File: src/rtl/video_pkg.sv
// Shared definitions for the video timing generator.
// hve bit positions and display mode presets.
package video_pkg;

  localparam int HVE_HS = 2;
  localparam int HVE_VS = 1;
  localparam int HVE_DE = 0;

  typedef struct packed {
    int active;
    int fp;
    int sync;
    int bp;
  } timing_t;

  localparam timing_t MODE_480P60_H = '{
    active: 640, fp: 16, sync: 96, bp: 48
  };
  localparam timing_t MODE_480P60_V = '{
    active: 480, fp: 10, sync: 2, bp: 33
  };

  localparam timing_t MODE_720P60_H = '{
    active: 1280, fp: 110, sync: 40, bp: 220
  };
  localparam timing_t MODE_720P60_V = '{
    active: 720, fp: 5, sync: 5, bp: 20
  };

  localparam timing_t MODE_1080P30_H = '{
    active: 1920, fp: 88, sync: 44, bp: 148
  };
  localparam timing_t MODE_1080P30_V = '{
    active: 1080, fp: 4, sync: 5, bp: 36
  };

endpackage

File: src/rtl/timing_axis.sv
// One timing axis: signed counter from -blank to active-1
// with registered sync flag and next-state lookahead.
module timing_axis #(
  parameter int ACTIVE = 1280,
  parameter int FP     = 110,
  parameter int SYNC   = 40,
  parameter int BP     = 220,
  parameter int W      = 13,
  parameter bit POL    = 1'b1
) (
  input  logic                clk,
  input  logic                reset,
  input  logic                en_i,
  input  logic                step_i,
  output logic signed [W-1:0] count_o,
  output logic                sync_o,
  output logic                act_nxt_o,
  output logic                head_o,
  output logic                wrap_o
);

  localparam int BLANK = FP + SYNC + BP;

  localparam logic signed [W-1:0] FIRST   = W'(-BLANK);
  localparam logic signed [W-1:0] LAST    = W'(ACTIVE - 1);
  localparam logic signed [W-1:0] SYNC_LO = W'(FP - BLANK);
  localparam logic signed [W-1:0] SYNC_HI = W'(-BP - 1);
  localparam logic signed [W-1:0] ONE     = W'(1);

  if ((ACTIVE - 1) >= 2 ** (W - 1) ||
      BLANK > 2 ** (W - 1)) begin : g_range
    $error("timing_axis: W=%0d too narrow", W);
  end

  logic signed [W-1:0] cnt_q, cnt_d;
  logic                sync_q, sync_d;

  assign wrap_o = (cnt_q == LAST);

  always_comb begin
    cnt_d = cnt_q;
    if (en_i && step_i) begin
      cnt_d = wrap_o ? FIRST : cnt_q + ONE;
    end
    sync_d = ((cnt_d >= SYNC_LO) &&
              (cnt_d <= SYNC_HI)) ^ ~POL;
  end

  always_ff @(posedge clk or posedge reset) begin
    if (reset) begin
      cnt_q  <= FIRST;
      sync_q <= ~POL;
    end else begin
      cnt_q  <= cnt_d;
      sync_q <= sync_d;
    end
  end

  assign count_o   = cnt_q;
  assign sync_o    = sync_q;
  assign act_nxt_o = ~cnt_d[W-1];
  assign head_o    = (cnt_d == FIRST);

endmodule

File: src/rtl/video_timing_gen.sv
// Parametrised display timing source: hve bundle, signed
// beam coordinates, line/frame strobes and frame counter.
module video_timing_gen
  import video_pkg::*;
#(
  parameter int H_ACTIVE  = MODE_720P60_H.active,
  parameter int H_FP      = MODE_720P60_H.fp,
  parameter int H_SYNC    = MODE_720P60_H.sync,
  parameter int H_BP      = MODE_720P60_H.bp,
  parameter int V_ACTIVE  = MODE_720P60_V.active,
  parameter int V_FP      = MODE_720P60_V.fp,
  parameter int V_SYNC    = MODE_720P60_V.sync,
  parameter int V_BP      = MODE_720P60_V.bp,
  parameter bit HSYNC_POL = 1'b1,
  parameter bit VSYNC_POL = 1'b1,
  parameter int COORD_W   = 13,
  parameter int FCNT_W    = 16
) (
  input  logic                      clk,
  input  logic                      reset,
  input  logic                      i_enable,
  output logic [2:0]                o_hve,
  output logic signed [COORD_W-1:0] o_x,
  output logic signed [COORD_W-1:0] o_y,
  output logic                      o_line_start,
  output logic                      o_frame_start,
  output logic [FCNT_W-1:0]         o_frame_count
);

  logic run_q, ls_q, fs_q, de_q;
  logic [FCNT_W-1:0] fc_q;

  logic adv;
  logic h_wrap, v_wrap;
  logic h_head, v_head;
  logic h_act, v_act;
  logic h_sync, v_sync;

  // The first enabled edge after reset or a hold re-presents
  // the current pixel; only later enabled edges advance.
  assign adv = i_enable & run_q;

  timing_axis #(
    .ACTIVE (H_ACTIVE),
    .FP     (H_FP),
    .SYNC   (H_SYNC),
    .BP     (H_BP),
    .W      (COORD_W),
    .POL    (HSYNC_POL)
  ) u_h (
    .clk       (clk),
    .reset     (reset),
    .en_i      (adv),
    .step_i    (1'b1),
    .count_o   (o_x),
    .sync_o    (h_sync),
    .act_nxt_o (h_act),
    .head_o    (h_head),
    .wrap_o    (h_wrap)
  );

  timing_axis #(
    .ACTIVE (V_ACTIVE),
    .FP     (V_FP),
    .SYNC   (V_SYNC),
    .BP     (V_BP),
    .W      (COORD_W),
    .POL    (VSYNC_POL)
  ) u_v (
    .clk       (clk),
    .reset     (reset),
    .en_i      (adv),
    .step_i    (h_wrap),
    .count_o   (o_y),
    .sync_o    (v_sync),
    .act_nxt_o (v_act),
    .head_o    (v_head),
    .wrap_o    (v_wrap)
  );

  always_ff @(posedge clk or posedge reset) begin
    if (reset) begin
      run_q <= 1'b0;
      ls_q  <= 1'b0;
      fs_q  <= 1'b0;
      de_q  <= 1'b0;
      fc_q  <= '0;
    end else begin
      run_q <= i_enable;
      ls_q  <= i_enable & h_head;
      fs_q  <= i_enable & h_head & v_head;
      de_q  <= h_act & v_act;
      if (adv && h_wrap && v_wrap) begin
        fc_q <= fc_q + FCNT_W'(1);
      end
    end
  end

  assign o_hve[HVE_HS] = h_sync;
  assign o_hve[HVE_VS] = v_sync;
  assign o_hve[HVE_DE] = de_q;

  assign o_line_start  = ls_q;
  assign o_frame_start = fs_q;
  assign o_frame_count = fc_q;

endmodule
File: config.mk
export PLATFORM = sky130hd
export DESIGN_NAME = video_timing_gen
export DESIGN_NICKNAME = d
export VERILOG_FILES = /design/src/rtl/video_pkg.sv /design/src/rtl/timing_axis.sv /design/src/rtl/video_timing_gen.sv
export SDC_FILE = /design/constraint.sdc
export NUM_CORES = 1
export LEC_CHECK = 0
export ABC_AREA = 0
export BUFFER_PORTS_ARGS = -buffer_cell sky130_fd_sc_hd__clkbuf_2
export CAP_MARGIN = 10
export CORE_MARGIN = 3
export CORE_UTILIZATION = 45
export DETAILED_ROUTE_END_ITERATION = 8
export PLACE_DENSITY = 0.67
export SLEW_MARGIN = 20
export SYNTH_ARGS = -nofsm -noshare
export SYNTH_HDL_FRONTEND = slang
export SYNTH_SLANG_ARGS = --single-unit
export TNS_END_PERCENT = 50
File: constraint.sdc
create_clock -name clk -period 3.5 [get_ports clk]
set_clock_uncertainty 0.2 [all_clocks]
set_input_delay 0.35 -clock clk [delete_from_list [all_inputs] [get_ports clk]]
set_output_delay 0.35 -clock clk [all_outputs]
set_load 0.02 [all_outputs]
Yosys cells after proc, flatten, opt, wreduce, memory -nomap -nowiden
Index checks and enable logic that the tools add are counted.
- add/sub/neg operators: 3
- magnitude comparators: 4
- equality and inequality tests: 4
- muxes and demuxes: 4
- bitwise operators: 6
- reduce and logical (&&, ||, !) cells: 4
- operators by type and width (cell ; count):
    13-bit two-way mux ; 4
    13-bit by 2-bit adder with 13-bit output (second input constant) ; 2
    16-bit by 1-bit adder with 16-bit output (second input constant) ; 1
    13-bit by 10-bit == test with 1-bit output (second input constant) ; 1
    13-bit by 11-bit == test with 1-bit output (second input constant) ; 1
    13-bit by 12-bit == test with 1-bit output (second input constant) ; 1
    13-bit by 6-bit == test with 1-bit output (second input constant) ; 1
    13-bit by 10-bit >= comparator with 1-bit output (second input constant) ; 1
    13-bit by 6-bit >= comparator with 1-bit output (second input constant) ; 1
    13-bit by 6-bit <= comparator with 1-bit output (second input constant) ; 1
    13-bit by 9-bit <= comparator with 1-bit output (second input constant) ; 1
    1-bit AND ; 4
    1-bit logical AND ; 4
    1-bit NOT ; 2
- register bits after elaboration: 48
- output and inout bits: 47
- word-level logic and storage cells: 34

Logic depth before layout (Yosys ltp)
Gate-level depths: netlist of the first run.
- depth after elaboration: 6
- gate-level depth with buffers: 8
- gate-level depth less buffers: 8

By module
Synthesis of the first run repeated with hierarchy kept, for this count alone.
- cell total of the unflattened synthesis: 283
- area total of the unflattened synthesis: 2820.2 um^2
- by module, submodules not included (module ; instances ; cells an instance ; area each (um^2) ; sequential area each (um^2)):
    timing_axis (u_h) ; 1 ; 111 ; 994.7 ; 360.3
    video_timing_gen ; 1 ; 74 ; 922.1 ; 500.5
    timing_axis (u_v) ; 1 ; 98 ; 903.4 ; 361.6

Worst setup path before layout of the first run
OpenSTA, ideal clock, no wires.
- path kind: flip-flop to flip-flop
- start: register u_h.cnt_q[1], in the netlist u_h.count_o[1]
- end: register fc_q[15], in the netlist o_frame_count[15]
- arrival: 2.635 ns
- data required time: 3.221 ns
- path slack: 0.586 ns
- cell stages (with the launch flop): 9
- buffers on the path: 0
- clock period less this slack: 2.914 ns
- path through: dfstp_2 ha_1 nand3_1 or3_4 nor3_4 nand4_1 or3_4 nor3_2 xor2_1
- word-level cells in the longest chain between the ends: 3
- ends and longest elaborated chain (what ; line ; RTL):
    start, declared ; timing_axis.sv:35 ; logic signed [W-1:0] cnt_q, cnt_d;
    start signal, assigned ; timing_axis.sv:54 ; cnt_q <= cnt_d;
    13-bit by 12-bit == test with 1-bit output ; timing_axis.sv:38 ; assign wrap_o = (cnt_q == LAST);
    1-bit logical AND (2 in series) ; video_timing_gen.sv:93 ; if (adv && h_wrap && v_wrap) begin
    end signal, assigned ; video_timing_gen.sv:94 ; fc_q <= fc_q + FCNT_W'(1);
    end, declared ; video_timing_gen.sv:31 ; logic [FCNT_W-1:0] fc_q;
Every way passes these cells.
A chain may end at the register's enable or synchronous reset.

Final worst setup path of the first run
- start: register u_h.cnt_q[1], in the netlist u_h.count_o[1]
- end: register fs_q, in the netlist o_frame_start
- word-level cells in the longest chain between the ends: 6
- elaborated cells on any way between the ends: 10
- those cells by class: add/sub (1); eq/ne (3); mux (3); bitwise (2); reduce/logical (1)
- ends and longest elaborated chain (what ; line ; RTL):
    13-bit by 2-bit adder with 13-bit output / 13-bit by 12-bit == test with 1-bit output (equally long branches) ; timing_axis.sv:43, timing_axis.sv:38 ;
    13-bit two-way mux * ; timing_axis.sv:43 ; cnt_d = wrap_o ? FIRST : cnt_q + ONE;
    13-bit two-way mux * ; timing_axis.sv:42 ; if (en_i && step_i) begin
    named net u_h.cnt_d[11] ; timing_axis.sv:35 ;
    13-bit by 10-bit == test with 1-bit output * ; timing_axis.sv:62 ; assign head_o = (cnt_d == FIRST);
    1-bit AND * (2 in series) ; video_timing_gen.sv:91 ; fs_q <= i_enable & h_head & v_head;
    end signal, assigned ; video_timing_gen.sv:91 ;
    end, declared ; video_timing_gen.sv:30 ; logic run_q, ls_q, fs_q, de_q;
Mark *: on every way through the listed nets, which the timed path passes. The rest lies on a longest branch.

==> impl_results.md, run 1 <==
- Most frequent cells in the layout: 49 x clkbuf_2, 31 x dfrtp_1, 21 x nand2_1, 21 x xnor2_1, 18 x nand4_1
- Min Tclk post-route: roughly 2.9 ns
- Top cell type's share of synthesized area: 0.2934
- Post-Synthesis Cells: 258
- Sequential share of the synthesized area: 0.4624
- Die width: between 80 and 90 um
- Mean Syn Cell Area: 10.25 um2
- Grt ovf: 0
- Most common cell after layout, fill and taps aside: clkbuf_2
- Setup bufs post-CTS: 0
- DR WL/cell: about 15 um
- Post-synth EDFFs: 0
- CTS H-tree lvls: 2
- Worst path required time: 3.51 ns
- Num CTS Buffers: 5
- WS Path Type: reg -> reg
- DRC violations left: 0
- PnR worst setup slack: around 0.56 ns
- Die ar.: between 6000 and 7000 um2
- CP arrival: between 2 and 3 ns
- Synthesized Nets: around 260
- Initial Util: 0.4714
- Post-Route WL: ~5700 um
- Post-DP HPWL: 4286 um
- Core area: between 5000 and 6000 um2
- Share of cells above drive strength 1: 0.3074
- Hold Crit Class: in -> async
- Row count: 27
- Total number of vias: 2122
- Initial antenna violation count: 0
- Violated checks: hold timing
- Clk sink count: 48
- Metal1 wirelength: between 2000 and 3000 um
- CTS Buffer Depth: 2
- Die Ht: slightly above 80 um
- Worst Tran Pin Value: around 0.80 ns
- Dominant synthesized flop cell: dfrtp_1
- Post-Route Setup TNS: 0 ns
- Critical-path maximum fanout: 9
- Final cycle utilization of the critical path: 0.8396
- TritonCTS clock tree: done
- DRT Pass-1 Iters: 4
- Final Setup Violations: 0
- Rel. slew slack: 0.4672
- Iter 0 DRT Violations: 87
- Post-cts resize count: 0
- Main combinational cell family by area after synthesis: simple AND/OR/NAND/NOR gates
- Flops & latches, synth: 48
- Uppermost layer routed: met4
- Ant diodes: 0
- Pre-CTS setup slack: ~0.58 ns
- Area leader, netlist: dfrtp_1
- First-pass GRT wire length: 9618 um
- GR Util All Layers: 0.1835
- Pwr dens: 412.7 nW/um2
- Post-CTS Hold Buffers: 0
- RSZ-0062 raised after global routing: false
- Pin count of the biggest net entering global routing: between 40 and 50
- Vias/cell: approximately 5.6
- # port buffers: just under 50
- Highest clock rate: about 340 MHz
- Ranking of synthesized cells by area: dfrtp_1 29%, dfstp_2 17%, xnor2_1 7.0%
- Nets: 314
- Outcome: complete, but fails checks
- DR WL met3: about 260 um
- CP Capture Type: register
- Yosys cell types: 51
- CP Launch Type: register
- Final hold slack: -0.04900 ns
- Area share of fa/ha/maj cells after synthesis: 0.01420
- Root Driver: clkbuf_8
- Cell Area, Synth: roughly 2600 um2
- Maximum vdd drop: ~0.30 mV
- Vias in the first global route: between 2k and 2.5k
- Clk pin slew, worst setup/hold paths: 0.09 ns
- Area Overhead vs Synth: 16.09%
- Post-route ant nets: 0
- Met2 WL: 2682 um
- Warnings, synthesis: 0
- Leakage power: around 1.5 nW
- Worst-skew pair later-pin latency: around 0.30 ns
- Compound-gate portion of the synthesized area: 0.07809
- Max-Cap Viols: 0
- Max-slew violation count: 0
- XOR/XNOR Fraction of Synth Area: 0.09938
- Post-Synth Simple-Gate Area: 0.2929
- Ports: 50
- Async SR Flop Fraction: 1.000
- Multiplexer area fraction after synthesis: 0.008045
- Routability Congestion: 0.8800
- Final hold vios: 31
[synthesized netlist by cell type, types with 2 or more instances]
cell	number
or3_4	2
dfstp_2	17
dfrtp_1	31
a211oi_1	2
nand2_1	21
and3_1	10
xor2_1	9
nand2b_1	3
nor3_4	2
o21ai_0	3
nor4_4	3
nand3_1	11
nor4b_1	2
buf_2	2
o31ai_1	4
nor3b_1	2
a21oi_1	5
clkbuf_1	3
and4_1	2
nor4_1	3
a31oi_1	4
nand4_1	18
or4_1	3
buf_4	3
or4_4	2
inv_1	17
xnor2_1	21
nor3_2	2
nor3_1	9
ha_1	3
o21a_1	2
a41o_1	2
nor2_1	17
[cell families (layout without fill, tap and decap cells)]
logic type / count (synthesis) / in the layout
AND/OR/NAND/NOR: 120 / 120
AO/OA/AOI/OAI: 29 / 29
buffers and inverters: 26 / 77
XOR/XNOR: 30 / 30
multiplexers: 2 / 2
flip-flops: 48 / 48
adder cells (fa/ha/maj): 3 / 3
[critical path, stage by stage (launching register included)]
cell	delay, ns
dfstp_2	0.57
ha_1	0.24
nand3_1	0.18
nor3_4	0.28
nand3_2	0.24
nand2_1	0.15
nand4_1	0.16
or4_4	0.59
nor4_2	0.25
[metrics by stage]
| stage | utilization | cells | hold WS [ns] | total power [mW] | instance area [um2] |
|---|---|---|---|---|---|
| floorplan | - | 258 | 0.1814 | 0.7960 | 2644 |
| global placement | 0.5254 | 373 | 0.2647 | 0.8562 | 2947 |
| detailed placement | 0.5254 | 373 | 0.2600 | 0.8573 | 2947 |
| CTS | 0.5471 | 381 | 0.07101 | 1.280 | 3068 |
| global route | 0.5473 | 381 | 0.001755 | 1.337 | 3069 |
| finish | 0.5473 | 381 | -0.04900 | 1.267 | 3069 |
[path summary, 6_finish.rpt]
check                                       start                 to  slack (ns)  cells after the start
worst max-delay path               u_h.count_o[1]      o_frame_start        0.56                      8
worst min-delay path                        reset  o_frame_count[15]       -0.05                      2
worst max register to register     u_h.count_o[1]      o_frame_start        0.56                      8
worst min register to register  o_frame_count[15]  o_frame_count[15]        0.28                      1
max in group asynchronous                   reset              run_q        2.66                      2
min in group clk                         i_enable              run_q        0.09                      1
[metal layers]
layer	GRT usage	vias up
li1	-	1031
met1	0.2407	1021
met2	0.3029	61
met3	0.03579	9
met4	0.06209	0
met5	0	-
[report_power, final]
part	switching, mW	internal, mW	leakage (nW)
clock network	0.182	0.234	0.0614
logic	0.132	0.0677	0.836
registers	0.0538	0.598	0.593
total	0.367	0.899	1.49
[area by class of cell]
| cell class | count | area [um2] |
|---|---|---|
| clock buffers | 6 | 82.58 |
| clock inverters | 2 | 38.79 |
| fillers | 519 | 2539 |
| inverters | 17 | 65.06 |
| multi-input cells | 184 | 1303 |
| flip-flops and latches | 48 | 1222 |
| well taps | 72 | 90.09 |
| repair buffers | 52 | 267.8 |
[state kept, by name, indices dropped and copies added, names as in the netlist]
register,flops
run_q,1
u_v.count_o,13
o_frame_start,1
u_v.sync_o,1
de_q,1
u_h.sync_o,1
u_h.count_o,13
o_frame_count,16
o_line_start,1
Note: power is estimated with default switching activity, not from simulation.
==> run 2, diff against run 1 <==
- clock period: 3.5 -> 2.8 ns (I/O delays scaled with it)
==> impl_results.md, run 2 (synthesized netlist as in run 1, its figures left out) <==
- Share of cells above drive strength 1: 0.3953 (+0.08791)
- TritonCTS clock tree: done
- Hold Crit Class: in -> reg
- Worst path required time: 2.80 ns (-0.71 ns)
- Num CTS Buffers: 5 (unchanged)
- Initial Util: 0.4714 (unchanged)
- Clk pin slew, worst setup/hold paths: 0.09 ns (about the same)
- Most common cell after layout, fill and taps aside: clkbuf_2
- Sw power: 0.4731 mW (+29%)
- Uppermost layer routed: met4
- Worst-skew pair later-pin latency: 0.30 ns (about the same)
- Root Driver: clkbuf_8
- CP Launch Type: register
- Worst Tran Pin Value: 0.8629 ns (+0.06457 ns)
- Most frequent cells in the layout: 49 x clkbuf_2, 37 x buf_4, 31 x dfrtp_1, 21 x nand2_1, 19 x xnor2_1
- Combinational share of power: 0.203 (+0.046)
- Max-Cap Viols: 0 (unchanged)
- Routability Congestion: 0.8737 (-0.72%)
- Final hold vios: 0 (-100%)
- Area Overhead vs Synth: 27.54%
- Highest clock rate: 365.8 MHz (+7.5%)
- DR WL/cell: 15.12 um (+1.1%)
- Total number of vias: 2239 (+5.5%)
- GR Util All Layers: 0.1981 (+0.01459)
- Final core utilization: 0.6013 (+0.05399)
- Fill count: 507 (-2.3%)
- Clk pwr share: 0.306 (-0.022)
- CTS H-tree lvls: 2 (unchanged)
- Largest register FFs: 16 (unchanged)
- CP Capture Type: register
- Post-Route WL: 6289 um (+10%)
- WS Path Type: reg -> reg
- Iter 0 DRT Violations: 117 (+34%)
- Rel. slew slack: 0.4239 (-0.04327)
- RSZ-0062 raised after global routing: true
- Ports: 50 (unchanged)
- Leakage power: 1.673 nW (+12%)
- Post-route ant nets: 0 (unchanged)
- Met2 WL: 3082 um (+15%)
- Part of the power in registers: 0.490 (-0.025)
- Final Setup Violations: 0 (unchanged)
- Die width: 82.65 um (unchanged)
- Maximum vdd drop: 0.4605 mV (+51%)
- Ant diodes: 0 (unchanged)
- Final hold slack: 0.04427 ns (+0.09327 ns)
- Outcome: finished clean
- Die Ht: 82.65 um (unchanged)
- Pwr dens: 477.9 nW/um2 (+16%)
- Max-slew violation count: 0 (unchanged)
- # port buffers: 49 (unchanged)
- Nets: 349 (+11%)
- Vias/cell: 5.382 (-3.4%)
- Switching Fraction: 0.2936 (+0.003521)
- DRC violations left: 0 (unchanged)
- Final cycle utilization of the critical path: 0.9763 (+0.1367)
- Metal1 wirelength: 2823 um (+5.4%)
- Initial antenna violation count: 0 (unchanged)
- Post-DP HPWL: 4676 um (+9.1%)
- Pint: 1.138 mW (+27%)
- Vias in the first global route: 2109 (+3.4%)
- Critical-path maximum fanout: 6 (-3)
- DR WL met3: 288 um (+12%)
- Row count: 27 (unchanged)
- First-pass GRT wire length: 10310 um (+7.2%)
- Die ar.: 6831 um2 (unchanged)
- Min Tclk post-route: 2.734 ns (-0.2049 ns)
- Clk sink count: 48 (unchanged)
- CP arrival: 2.74 ns (-0.21 ns)
- Core area: 5608 um2 (unchanged)
- DRT Pass-1 Iters: 4 (unchanged)
- Grt ovf: 0 (unchanged)
- CTS Buffer Depth: 2 (unchanged)
- Pin count of the biggest net entering global routing: 43 (-12%)
[run 2: through the flow]
stage / setup TNS (ns) / total power, mW / cell area [um2] / worst slack, ns / instances
floorplan: 0 / 0.9994 / 2656 / 0.02000 / 258
global placement: 0 / 1.114 / 3132 / 0.07644 / 396
detailed placement: 0 / 1.117 / 3132 / 0.001858 / 396
CTS: 0 / 1.642 / 3327 / 0.03640 / 415
global route: -0.04457 / 1.701 / 3372 / -0.02371 / 416
finish: 0 / 1.611 / 3372 / 0.06635 / 416
[run 2: critical path: stages, from the launching register on]
cell,delay [ns]
dfrtp_1,0.45
or4_4,0.58
nor4_4,0.28
nor3_1,0.08
a21o_1,0.16
nand2b_1,0.15
or4_4,0.50
nor4_2,0.25
[run 2: path summary, 6_finish.rpt]
check                           cells past startpoint         startpoint  slack, ns                end
worst max-delay path                                7     u_h.count_o[8]       0.07      o_frame_start
worst min-delay path                                1           i_enable       0.04              run_q
worst max register to register                      7     u_h.count_o[8]       0.07      o_frame_start
worst min register to register                      1  o_frame_count[15]       0.28  o_frame_count[15]
max in group asynchronous                           4              reset       1.18     u_v.count_o[9]
min in group asynchronous                           3              reset       0.49  o_frame_count[14]
[run 2: area by class of cell]
type                    count  area, um2  area share
flip-flops and latches     48       1222      0.3625
clock inverters             2      35.03     0.01039
clock buffers               6      72.57     0.02152
well taps                  72      90.09     0.02672
inverters                  17      63.81     0.01892
multi-input cells         184       1355      0.4019
repair buffers             87      533.0      0.1581
[run 2: power by group through the flow]
stage | Clock (mW) | Combinational [mW] | Sequential [mW]
2_1_floorplan | 0 | 0.137 | 0.863
3_3_place_gp | 0 | 0.309 | 0.805
3_5_place_dp | 0 | 0.309 | 0.808
4_1_cts | 0.522 | 0.329 | 0.791
5_1_grt | 0.545 | 0.358 | 0.797
6_report | 0.493 | 0.328 | 0.790
[run 2: what timing repair did]
action	CTS	global route
hold endpoints to repair	31	0
pin swaps	3	5
gates resized for setup	1	6
setup endpoints to repair	1	3
hold buffers	1	0
setup buffers	10	1
[run 2: per-layer routing]
layer | vias up | global-route usage
li1 | 1099 | -
met1 | 1075 | 0.2660
met2 | 53 | 0.3293
met3 | 12 | 0.03037
met4 | 0 | 0.05882
met5 | - | 0
==> run 3, diff against run 2 <==
- CORE_UTILIZATION: 45 -> 40
- PLACE_DENSITY: 0.67 -> default
==> impl_results.md, run 3 (synthesized netlist as in run 1, its figures left out) <==
- Placed inst area: 3136 um2 (+0.12%)
- CTS Buffer Depth: 2 (unchanged)
- Maximum vdd drop: 0.6205 mV (+35%)
- Highest clock rate: 359.9 MHz (-1.6%)
- Total number of vias: 2306 (+3.0%)
- Worst reg2reg path endpoint: o_frame_start
- WS Path Type: reg -> reg
- Clk pwr share: 0.337 (+0.031)
- Pin count of the biggest net entering global routing: 43 (unchanged)
- Routability Congestion: 0.8878 (+1.6%)
- Design Power: 1.744 mW (+8.2%)
- Combinational share of power: 0.209 (+0.006)
- Switching Fraction: 0.2823 (-0.01131)
- Core area: 6166 um2 (+10%)
- Critical Path Max Stage Delay: 0.57 ns (about the same)
- Largest register FFs: 16 (unchanged)
- GR Util All Layers: 0.1708 (-0.02724)
- Ports: 50 (unchanged)
- Max-slew violation count: 0 (unchanged)
- Num CTS Buffers: 5 (unchanged)
- R2r setup slk: 0.02 ns (-0.05 ns)
- Critical Path, Cell by Cell: or4_4 -> nor4_4 -> nor3_2 -> a21o_1 -> nand2b_1 -> or4_4 -> nor4_4
- Hold Crit Class: in -> reg
- Outcome: finished clean
- Final Setup Violations: 0 (unchanged)
- Area Overhead vs Synth: 31.33%
- FF/Latch Area: 1224 um2 (+0.10%)
- Critical-path maximum fanout: 6 (unchanged)
- Post-Route Setup TNS: 0 ns (unchanged)
- Vias/cell: 5.439 (+1.0%)
- DRT Pass-1 Iters: 4 (unchanged)
- Ant diodes: 0 (unchanged)
- Final hold vios: 0 (unchanged)
- Nets: 354 (+1.4%)
- Worst setup startpoint: u_h.count_o[8]
- Final Cell Area: 3472 um2 (+3.0%)
- Post-DP HPWL: 4655 um (-0.45%)
- # port buffers: 49 (unchanged)
- Post-Route WL: 6458 um (+2.7%)
- Worst path required time: 2.81 ns (about the same)
- Pint: 1.252 mW (+10%)
- DRC violations left: 0 (unchanged)
- Fill count: 538 (+6.1%)
- R2R depth: 7 (unchanged)
- CP max-delay cell: or4_4
- Initial Util: 0.4288 (-0.04267)
- Pwr dens: 502.3 nW/um2 (+5.1%)
- Part of the power in registers: 0.454 (-0.036)
- Clk pin slew, worst setup/hold paths: 0.09 ns (about the same)
- Root Driver: clkbuf_8
- First-pass GRT wire length: 10220 um (-0.87%)
- Die Ht: 87.30 um (+5.6%)
- Clk sink count: 48 (unchanged)
- Grt ovf: 0 (unchanged)
- RSZ-0062 raised after global routing: true
- Share of cells above drive strength 1: 0.4155 (+0.02012)
- Max-Cap Viols: 0 (unchanged)
- Worst Tran Pin Value: 0.8606 ns (-0.002308 ns)
- Initial antenna violation count: 0 (unchanged)
- R2r startpoint: u_h.count_o[8]
- Die width: 87.30 um (+5.6%)
- Sw power: 0.4923 mW (+4.1%)
- Most common cell after layout, fill and taps aside: clkbuf_2
- Iter 0 DRT Violations: 129 (+10%)
- Rel. slew slack: 0.4255 (+0.001541)
- TritonCTS clock tree: done
- Die ar.: 7621 um2 (+12%)
- Min Tclk post-route: 2.779 ns (+0.04520 ns)
- Leakage power: 1.707 nW (+2.0%)
- CP Capture Type: register
- DR WL/cell: 15.23 um (+0.75%)
- Worst setup path endpoint: o_frame_start
- Vias in the first global route: 2111 (+0.095%)
- Post-route ant nets: 0 (unchanged)
- CP arrival: 2.79 ns (+0.05 ns)
- CTS H-tree lvls: 2 (unchanged)
- Most frequent cells in the layout: 49 x clkbuf_2, 41 x buf_4, 30 x dfrtp_1, 21 x nand2_1, 20 x xnor2_1
- CP Launch Type: register
- Row count: 28 (+3.7%)
- Final cycle utilization of the critical path: 0.9924 (+0.01614)
- Area of the multi-input gates: 1384 um2 (+2.1%)
- Worst-skew pair later-pin latency: 0.30 ns (about the same)
[run 3: cell count changes in the layout (fill, tap and decap cells not counted), moves of 2 or more]
cell    before  now
nor4_2       3    1
nor3_1       9    7
nor3_2       2    4
buf_4       37   41
[run 3: layout make-up]
| class | instances | area share |
|---|---|---|
| Clock buffer | 6 | 0.02090 |
| Sequential cell | 48 | 0.3524 |
| Inverter | 17 | 0.01838 |
| Multi-Input combinational cell | 184 | 0.3986 |
| Timing Repair Buffer | 92 | 0.1654 |
| Clock inverter | 2 | 0.01730 |
| Tap cell | 75 | 0.02703 |
[run 3: critical path, delay by kind of cell, from the launching register on]
kind               cells  cell delay (ns)
and+or+nand+nor        6             1.85
AOI/OAI and AO/OA      1             0.17
DFF                    1             0.46
[run 3: worst min-delay path by stage]
stage                      start                 to  slack, ns  depth (start not counted)
6_report                i_enable              run_q       0.05                          1
5_1_grt                 i_enable              run_q       0.03                          1
4_1_cts                 i_enable              run_q       0.03                          1
3_5_place_dp   o_frame_count[15]  o_frame_count[15]       0.26                          1
3_3_place_gp   o_frame_count[15]  o_frame_count[15]       0.26                          1
2_1_floorplan           i_enable              run_q       0.11                          0
[run 3: per-stage QoR]
step                  util  setup WS (ns)  cells  hold slack [ns]
floorplan                -        0.02000    258           0.1114
global placement    0.5085        0.07041    399           0.2571
detailed placement  0.5085       -0.05537    399           0.2620
CTS                 0.5373      0.0006086    410          0.03190
global route        0.5631       -0.05948    424          0.03369
finish              0.5631        0.02116    424          0.04849
[run 3: timing repair]
action	in CTS	in global routing
pin swaps	1	14
endpoints found under the setup margin	1	1
buffers inserted	2	14
gates cloned	0	0
endpoints found under the hold margin	31	0
hold buffers	1	0
resized for setup	5	9
[run 3: routing by layer]
layer,part of all wire,vias up,GRT usage
met4,0.0067,0,0.05439
met5,0,-,0
met3,0.049,5,0.03217
li1,-,1118,-
met1,0.46,1128,0.2305
met2,0.49,55,0.2760
[run 3: power by group through the flow]
| stage | combinational, mW | sequential [mW] | clock (mW) |
|---|---|---|---|
| after floorplan | 0.137 | 0.863 | 0 |
| after global placement | 0.319 | 0.802 | 0 |
| after detailed placement | 0.317 | 0.805 | 0 |
| after CTS | 0.338 | 0.787 | 0.606 |
| after global routing | 0.404 | 0.798 | 0.641 |
| final | 0.364 | 0.792 | 0.588 |
